### src/rtl/qea_run_sequencer.sv
// Sequences one QEA emulation run: context load, state init, start/execute, state readout.
// Optional run watchdog enabled by defining QEA_SEQ_TIMEOUT_EN.
module qea_run_sequencer #(
  parameter int PE_NUM_WIDTH            = 2,
  parameter int PE_NUM                  = 4,
  parameter int DATA_WIDTH              = 32,
  parameter int STATE_DATA_WIDTH        = 64,
  parameter int STATE_ADDR_WIDTH        = 16,
  parameter int GATE_CONTEXT_DATA_WIDTH = 64,
  parameter int GATE_CONTEXT_ADDR_WIDTH = 16,
  parameter int MAX_QBIT_WIDTH          = 6,
  parameter int NUM_FRAC_BIT            = 30,
  parameter int RD_LATENCY              = 1,
  parameter int CYC_CNT_WIDTH           = 32
`ifdef QEA_SEQ_TIMEOUT_EN
  ,
  parameter int TIMEOUT_CYCLES          = 2**24
`endif
) (
  input  logic                                 clk,
  input  logic                                 rst_n,
  input  logic                                 i_run,
  input  logic [MAX_QBIT_WIDTH-1:0]            i_qbit_num,
  input  logic [GATE_CONTEXT_ADDR_WIDTH:0]     i_ins_num,
  input  logic                                 i_ctx_valid,
  output logic                                 o_ctx_ready,
  input  logic [GATE_CONTEXT_DATA_WIDTH-1:0]   i_ctx_word,
  output logic                                 o_rd_valid,
  input  logic                                 i_rd_ready,
  output logic [PE_NUM*STATE_DATA_WIDTH-1:0]   o_rd_data,
  output logic                                 o_rd_last,
  output logic                                 o_busy,
  output logic                                 o_done,
  output logic                                 o_error,
  output logic [CYC_CNT_WIDTH-1:0]             o_exec_cycles,
  output logic                                 q_start,
  output logic [MAX_QBIT_WIDTH-1:0]            q_qbit_num,
  output logic                                 q_ctx_en,
  output logic                                 q_ctx_wea,
  output logic [GATE_CONTEXT_ADDR_WIDTH-1:0]   q_ctx_addr,
  output logic [GATE_CONTEXT_DATA_WIDTH-1:0]   q_ctx_data,
  output logic [PE_NUM-1:0]                    q_state_ena,
  output logic [PE_NUM-1:0]                    q_state_wea,
  output logic [STATE_ADDR_WIDTH-1:0]          q_state_addra,
  output logic [PE_NUM*STATE_DATA_WIDTH-1:0]   q_state_dina,
  input  logic                                 q_complete,
  input  logic [PE_NUM*STATE_DATA_WIDTH-1:0]   q_state_dout
);

  localparam int WORD_W = PE_NUM * STATE_DATA_WIDTH;
  localparam int INS_W  = GATE_CONTEXT_ADDR_WIDTH + 1;
  localparam logic [INS_W-1:0]          MAX_INS   = {1'b1, {GATE_CONTEXT_ADDR_WIDTH{1'b0}}};
  localparam logic [MAX_QBIT_WIDTH-1:0] MIN_QBIT  = MAX_QBIT_WIDTH'(PE_NUM_WIDTH);
  localparam logic [MAX_QBIT_WIDTH-1:0] MAX_QBIT  = MAX_QBIT_WIDTH'(STATE_ADDR_WIDTH + PE_NUM_WIDTH);
  localparam logic [DATA_WIDTH-1:0]     ONE_RE    = DATA_WIDTH'(1) << NUM_FRAC_BIT;
  // |0...0>: amplitude 1.0 in the real half of the MSB lane (PE0) of word 0
  localparam logic [WORD_W-1:0]         INIT_WORD = {ONE_RE, {(WORD_W - DATA_WIDTH){1'b0}}};
  localparam logic [1:0]                LAST_WAIT = 2'(RD_LATENCY - 1);

  typedef enum logic [3:0] {
    S_IDLE, S_LOAD_CTX, S_INIT_STATE, S_INIT_GAP, S_START,
    S_RUN, S_READ_REQ, S_READ_WAIT, S_READ_OUT, S_DONE
  } state_t;

  state_t                        state_q, state_d;
  logic [MAX_QBIT_WIDTH-1:0]     qbit_q, qbit_d;
  logic [INS_W-1:0]              ins_q, ins_d;
  logic [INS_W-1:0]              ctx_cnt_q, ctx_cnt_d;
  logic [STATE_ADDR_WIDTH-1:0]   last_q, last_d;
  logic [STATE_ADDR_WIDTH-1:0]   k_q, k_d;
  logic [1:0]                    wait_q, wait_d;
  logic [CYC_CNT_WIDTH-1:0]      cyc_q, cyc_d;
  logic [CYC_CNT_WIDTH-1:0]      exec_q, exec_d;
  logic                          error_q, error_d;
  logic [WORD_W-1:0]             rd_data_q, rd_data_d;
  logic                          ctx_en_q, ctx_en_d;
  logic [GATE_CONTEXT_ADDR_WIDTH-1:0] ctx_addr_q, ctx_addr_d;
  logic [GATE_CONTEXT_DATA_WIDTH-1:0] ctx_data_q, ctx_data_d;

  logic [MAX_QBIT_WIDTH-1:0]     shamt;
  logic [STATE_ADDR_WIDTH-1:0]   last_addr;
  logic                          run_legal;
  logic [CYC_CNT_WIDTH-1:0]      cyc_inc;

  assign shamt     = i_qbit_num - MIN_QBIT;
  // D-1 as a low-bit mask, so the full 2**STATE_ADDR_WIDTH depth needs no extra bit
  assign last_addr = ~({STATE_ADDR_WIDTH{1'b1}} << shamt);
  assign run_legal = (i_qbit_num > MIN_QBIT) && (i_qbit_num <= MAX_QBIT) &&
                     (i_ins_num != '0) && (i_ins_num <= MAX_INS);
  assign cyc_inc   = (&cyc_q) ? cyc_q : cyc_q + 1'b1;

  always_comb begin
    state_d    = state_q;
    qbit_d     = qbit_q;
    ins_d      = ins_q;
    ctx_cnt_d  = ctx_cnt_q;
    last_d     = last_q;
    k_d        = k_q;
    wait_d     = wait_q;
    cyc_d      = cyc_q;
    exec_d     = exec_q;
    error_d    = error_q;
    rd_data_d  = rd_data_q;
    ctx_en_d   = 1'b0;
    ctx_addr_d = ctx_addr_q;
    ctx_data_d = ctx_data_q;
    o_ctx_ready   = 1'b0;
    o_rd_valid    = 1'b0;
    o_rd_last     = 1'b0;
    o_done        = 1'b0;
    q_start       = 1'b0;
    q_state_ena   = '0;
    q_state_wea   = '0;
    q_state_addra = '0;
    q_state_dina  = '0;

    unique case (state_q)
      S_IDLE: begin
        if (i_run) begin
          if (run_legal) begin
            qbit_d    = i_qbit_num;
            ins_d     = i_ins_num;
            last_d    = last_addr;
            ctx_cnt_d = '0;
            error_d   = 1'b0;
            state_d   = S_LOAD_CTX;
          end else begin
            error_d = 1'b1;
            state_d = S_DONE;
          end
        end
      end
      S_LOAD_CTX: begin
        o_ctx_ready = 1'b1;
        if (i_ctx_valid) begin
          ctx_en_d   = 1'b1;
          ctx_addr_d = ctx_cnt_q[GATE_CONTEXT_ADDR_WIDTH-1:0];
          ctx_data_d = i_ctx_word;
          ctx_cnt_d  = ctx_cnt_q + 1'b1;
          if (ctx_cnt_q + 1'b1 == ins_q) begin
            k_d     = '0;
            state_d = S_INIT_STATE;
          end
        end
      end
      S_INIT_STATE: begin
        q_state_ena   = '1;
        q_state_wea   = '1;
        q_state_addra = k_q;
        q_state_dina  = (k_q == '0) ? INIT_WORD : '0;
        if (k_q == last_q) state_d = S_INIT_GAP;
        else               k_d     = k_q + 1'b1;
      end
      S_INIT_GAP: state_d = S_START;
      S_START: begin
        q_start = 1'b1;
        cyc_d   = '0;
        state_d = S_RUN;
      end
      S_RUN: begin
        cyc_d = cyc_inc;
        if (q_complete) begin
          exec_d  = cyc_inc;
          k_d     = '0;
          state_d = S_READ_REQ;
        end
`ifdef QEA_SEQ_TIMEOUT_EN
        else if (cyc_inc == CYC_CNT_WIDTH'(TIMEOUT_CYCLES)) begin
          exec_d  = cyc_inc;
          error_d = 1'b1;
          state_d = S_DONE;
        end
`endif
      end
      S_READ_REQ: begin
        q_state_ena   = '1;
        q_state_addra = k_q;
        wait_d        = '0;
        state_d       = S_READ_WAIT;
      end
      S_READ_WAIT: begin
        if (wait_q == LAST_WAIT) begin
          rd_data_d = q_state_dout;
          state_d   = S_READ_OUT;
        end else begin
          wait_d = wait_q + 1'b1;
        end
      end
      S_READ_OUT: begin
        o_rd_valid = 1'b1;
        o_rd_last  = (k_q == last_q);
        if (i_rd_ready) begin
          if (k_q == last_q) begin
            state_d = S_DONE;
          end else begin
            k_d     = k_q + 1'b1;
            state_d = S_READ_REQ;
          end
        end
      end
      S_DONE: begin
        o_done  = 1'b1;
        state_d = S_IDLE;
      end
      default: state_d = S_IDLE;
    endcase
  end

  always_ff @(posedge clk) begin
    if (!rst_n) begin
      state_q    <= S_IDLE;
      qbit_q     <= '0;
      ins_q      <= '0;
      ctx_cnt_q  <= '0;
      last_q     <= '0;
      k_q        <= '0;
      wait_q     <= '0;
      cyc_q      <= '0;
      exec_q     <= '0;
      error_q    <= 1'b0;
      rd_data_q  <= '0;
      ctx_en_q   <= 1'b0;
      ctx_addr_q <= '0;
      ctx_data_q <= '0;
    end else begin
      state_q    <= state_d;
      qbit_q     <= qbit_d;
      ins_q      <= ins_d;
      ctx_cnt_q  <= ctx_cnt_d;
      last_q     <= last_d;
      k_q        <= k_d;
      wait_q     <= wait_d;
      cyc_q      <= cyc_d;
      exec_q     <= exec_d;
      error_q    <= error_d;
      rd_data_q  <= rd_data_d;
      ctx_en_q   <= ctx_en_d;
      ctx_addr_q <= ctx_addr_d;
      ctx_data_q <= ctx_data_d;
    end
  end

  assign o_busy        = (state_q != S_IDLE);
  assign o_error       = error_q;
  assign o_exec_cycles = exec_q;
  assign o_rd_data     = rd_data_q;
  assign q_qbit_num    = qbit_q;
  assign q_ctx_en      = ctx_en_q;
  assign q_ctx_wea     = ctx_en_q;
  assign q_ctx_addr    = ctx_addr_q;
  assign q_ctx_data    = ctx_data_q;

endmodule

### config.mk
export PLATFORM = sky130hd
export DESIGN_NAME = qea_run_sequencer
export DESIGN_NICKNAME = d
export VERILOG_FILES = /design/src/rtl/qea_run_sequencer.sv
export SDC_FILE = /design/constraint.sdc
export NUM_CORES = 1
export LEC_CHECK = 0
export CAP_MARGIN = 5
export CORE_AREA = 3 3 395 397
export DETAILED_ROUTE_END_ITERATION = 7
export DIE_AREA = 0 0 398 400
export PLACE_DENSITY = 0.38
export SLEW_MARGIN = 15
export SYNTH_ARGS = -nofsm -noshare
export SYNTH_HDL_FRONTEND = slang
export SYNTH_SLANG_ARGS = --single-unit
export TNS_END_PERCENT = 30
### constraint.sdc
create_clock -name clk -period 5.5 [get_ports clk]
set_input_delay 0.55 -clock clk [delete_from_list [all_inputs] [get_ports clk]]
set_output_delay 0.55 -clock clk [all_outputs]
set_load 0.05 [all_outputs]
==> flow_summary.json <==
{
  "drt_iter0_drc": 882,
  "end_kind": "output pin",
  "fin_util": 0.211,
  "wl_per_cell_um": 19.9,
  "fill_cells": 17100,
  "p_leak_nw": 10.8,
  "finalWirelength_um": 109000,
  "place_congestion": 0.805,
  "gr-usage-met1": 0.153,
  "final_cell_mix": "nand2_1 (793), clkdlybuf4s50_1 (754), dfxtp_1 (480)",
  "dp.final_hpwl_um": 81900,
  "via_per_inst": 3.72,
  "layout_min_cycle_time_ps": 4290,
  "pwr-share-seq": 0.353,
  "cts-buffers-inserted": 68,
  "die_area_sq_um": 159000,
  "grt_max_degree": 185,
  "slew_headroom": 0.184,
  "clock_skew_ps": 44.4,
  "path_class": "flip-flop to output pin",
  "synth_top_area_cell": "dfxtp_1",
  "synth_seq_cells": 480,
  "rows": 143,
  "ys_seq_area_frac": 0.456,
  "grt.total_usage": 0.129,
  "syn_to_final_growth_pct": 52.3,
  "rsz0062_at_grt": "false",
  "core-area_sq_um": 152000,
  "drcViolationCount": 0,
  "cp-start-kind": "flip-flop",
  "clkPwrFrac": 0.436,
  "drt_pass1_iterations": 5,
  "grt_overflow": 0,
  "status": "completed",
  "htree_levels": 3,
  "multi_input_area_sq_um": 9660,
  "placed_cell_area_sq_um": 29700,
  "drive_gt1_frac": 0.0452,
  "seqCellArea_sq_um": 9610,
  "critPathBufInv": 2,
  "switching_share": 0.343,
  "post-cts-setup-buffer-count": 0,
  "maxCapViolCount": 0,
  "clock-sinks": 480,
  "ant_nets": 0,
  "hp-class": "primary input to flip-flop",
  "final_nets": 3738,
  "fmax_mhz": 233,
  "crit_slowest_cell": "clkdlybuf4s50_1",
  "synth_edf_count": 0,
  "io_pins": 1012,
  "antenna_found_initial": 30,
  "hold_viol_final": 0,
  "crit_chain": "nor3b_2 > buf_4 > nor2b_1 > nand3_1 > nor2_1 > clkdlybuf4s50_1",
  "die_w_um": 398,
  "pwr-share-comb": 0.212,
  "busiest_layer": "met2",
  "setup_viol": 0,
  "final_common_cell": "nand2_1",
  "synth_ff_type": "dfxtp_1",
  "num_vias": 20300,
  "use_met3": 0.0510,
  "power.density_nw_per_um2": 328,
  "insertion_delay_ps": 660,
  "die_h_um": 400,
  "synth_area_leaders": "dfxtp_1 (46%), nand2_1 (14%), a21oi_1 (10%), buf_4 (9.3%), clkbuf_1 (3.2%)",
  "start_util": 0.138,
  "syn_avg_cell_area_sq_um": 7.72,
  "synthDominantCellAreaShare": 0.456,
  "synth_cell_types": 69,
  "grt_pass1_vias": 19300,
  "worstPathArrival_ps": 3740,
  "async_reset_ff_frac": 0,
  "ctsHoldBuffers": 0,
  "final_cell_area_sq_um": 32100,
  "internal-power_mw": 6.93,
  "cts_root_buffer": "clkbuf_16",
  "crit_family": "simple AND/OR/NAND/NOR gates",
  "io_buffers": 756,
  "cts_resized": 0,
  "grt_first_pass_wirelength_um": 148000,
  "critPathRequiredTime_ps": 4950,
  "clkTransAtPathRegs_ps": 60,
  "yosys_warnings": 0,
  "cpPeakStageDelay_ps": 850,
  "worst_slew_pin_slew_ps": 1220,
  "syn_area_sq_um": 21100,
  "cts.path.max_buffers": 3,
  "ir_drop_mv": 0.195,
  "worstPathMaxFanout": 21,
  "period_share": 0.780,
  "cts_tree": "built",
  "use_met2": 0.213,
  "syn_inst": 2730,
  "fin_setup_tns_ps": 0,
  "maxSlewViolCount": 0,
  "power.switching_mw": 3.61
}
metal layers:
layer	vias to the layer above	wire length (um)
met1	9625	44200
met5	-	12
met2	701	53000
li1	9861	-
met3	148	8990
met4	2	2840
cell families (layout without fill, tap and decap cells):
logic type                 after synthesis  in the layout  synth area share
and+or+nand+nor                       1074           1074             0.215
AOI/OAI and AO/OA                      620            620             0.162
DFF                                    480            480             0.456
buffers and inverters                  476            925             0.133
xor gates and xnor gates                69             69            0.0287
adders and majority gates                7              7           0.00416
muxes                                    3              3           0.00166
other                                    1            266          0.000178
final timing paths:
kind	start	to	slack, ps	depth (start not counted)
max	state_q[1]	q_state_dina[254]	1210	6
min	q_state_dout[52]	o_rd_data[52]	410	3
max reg2reg	ctx_cnt_q[0]	k_q[15]	1450	10
min reg2reg	o_rd_data[117]	o_rd_data[117]	450	2
flip-flops by register name, indices dropped and copies added (netlist names), 4 cells and up:
| name | count |
|---|---|
| ctx_cnt_q | 17 |
| cyc_q | 32 |
| ins_q | 17 |
| k_q | 16 |
| last_q | 16 |
| o_exec_cycles | 32 |
| o_rd_data | 256 |
| q_ctx_addr | 16 |
| q_ctx_data | 64 |
| q_qbit_num | 6 |
| state_q | 4 |
worst min-delay path: cells and delay by family:
| kind | cells | cell delay, ps |
|---|---|---|
| AOI/OAI and AO/OA | 1 | 50 |
| buffers and inverters | 1 | 390 |
| and+or+nand+nor | 1 | 60 |
power by group through the flow:
stage          Combinational [mW]  Clock, mW  Sequential [mW]
5_1_grt                      2.38       4.93             3.73
4_1_cts                      2.26       4.81             3.71
6_report                     2.23       4.59             3.72
3_3_place_gp                 2.25          0             3.79
3_5_place_dp                 2.25          0             3.79
2_1_floorplan                1.36          0             3.99
cells in the mapped netlist (all sizes together), types with 3 or more instances:
library cell and count:
nand2 795, dfxtp 480, a21oi 435, buf 276
clkbuf 177, nor2 89, o21ai 86, xor2 39
xnor2 30, nor3 27, nand3 26, and2 25
inv 23, nor4 21, nand4 15, o31ai 14
a211oi 13, and3 13, nand2b 13, a311oi 12
a31oi 12, o311ai 11, or3 10, and4 9
nor3b 8, ha 7, a21boi 4, nor2b 4
o21a 4, o22ai 4, o32ai 4, or4 4
a21o 3, nand3b 3, or2 3, or4b 3
area by class of cell:
class | instances | area share
multi-input combinational | 2028 | 0.301
sequential | 480 | 0.300
timing repair buffer | 781 | 0.244
tap | 2030 | 0.0792
clock buffer | 100 | 0.0615
clock inverter | 21 | 0.0112
inverter | 23 | 0.00293
antenna | 11 | 0.000858
metrics by stage:
step	total power [mW]	setup slack [ps]	std cells	hold WS (ps)
2_1_floorplan	5.36	2110	2984	445
3_3_place_gp	6.04	1500	5342	441
3_5_place_dp	6.04	1480	5342	446
4_1_cts	10.8	1040	5463	311
5_1_grt	11.0	893	5469	352
6_report	10.5	1210	5474	411
Note: power is estimated with default switching activity, not from simulation.
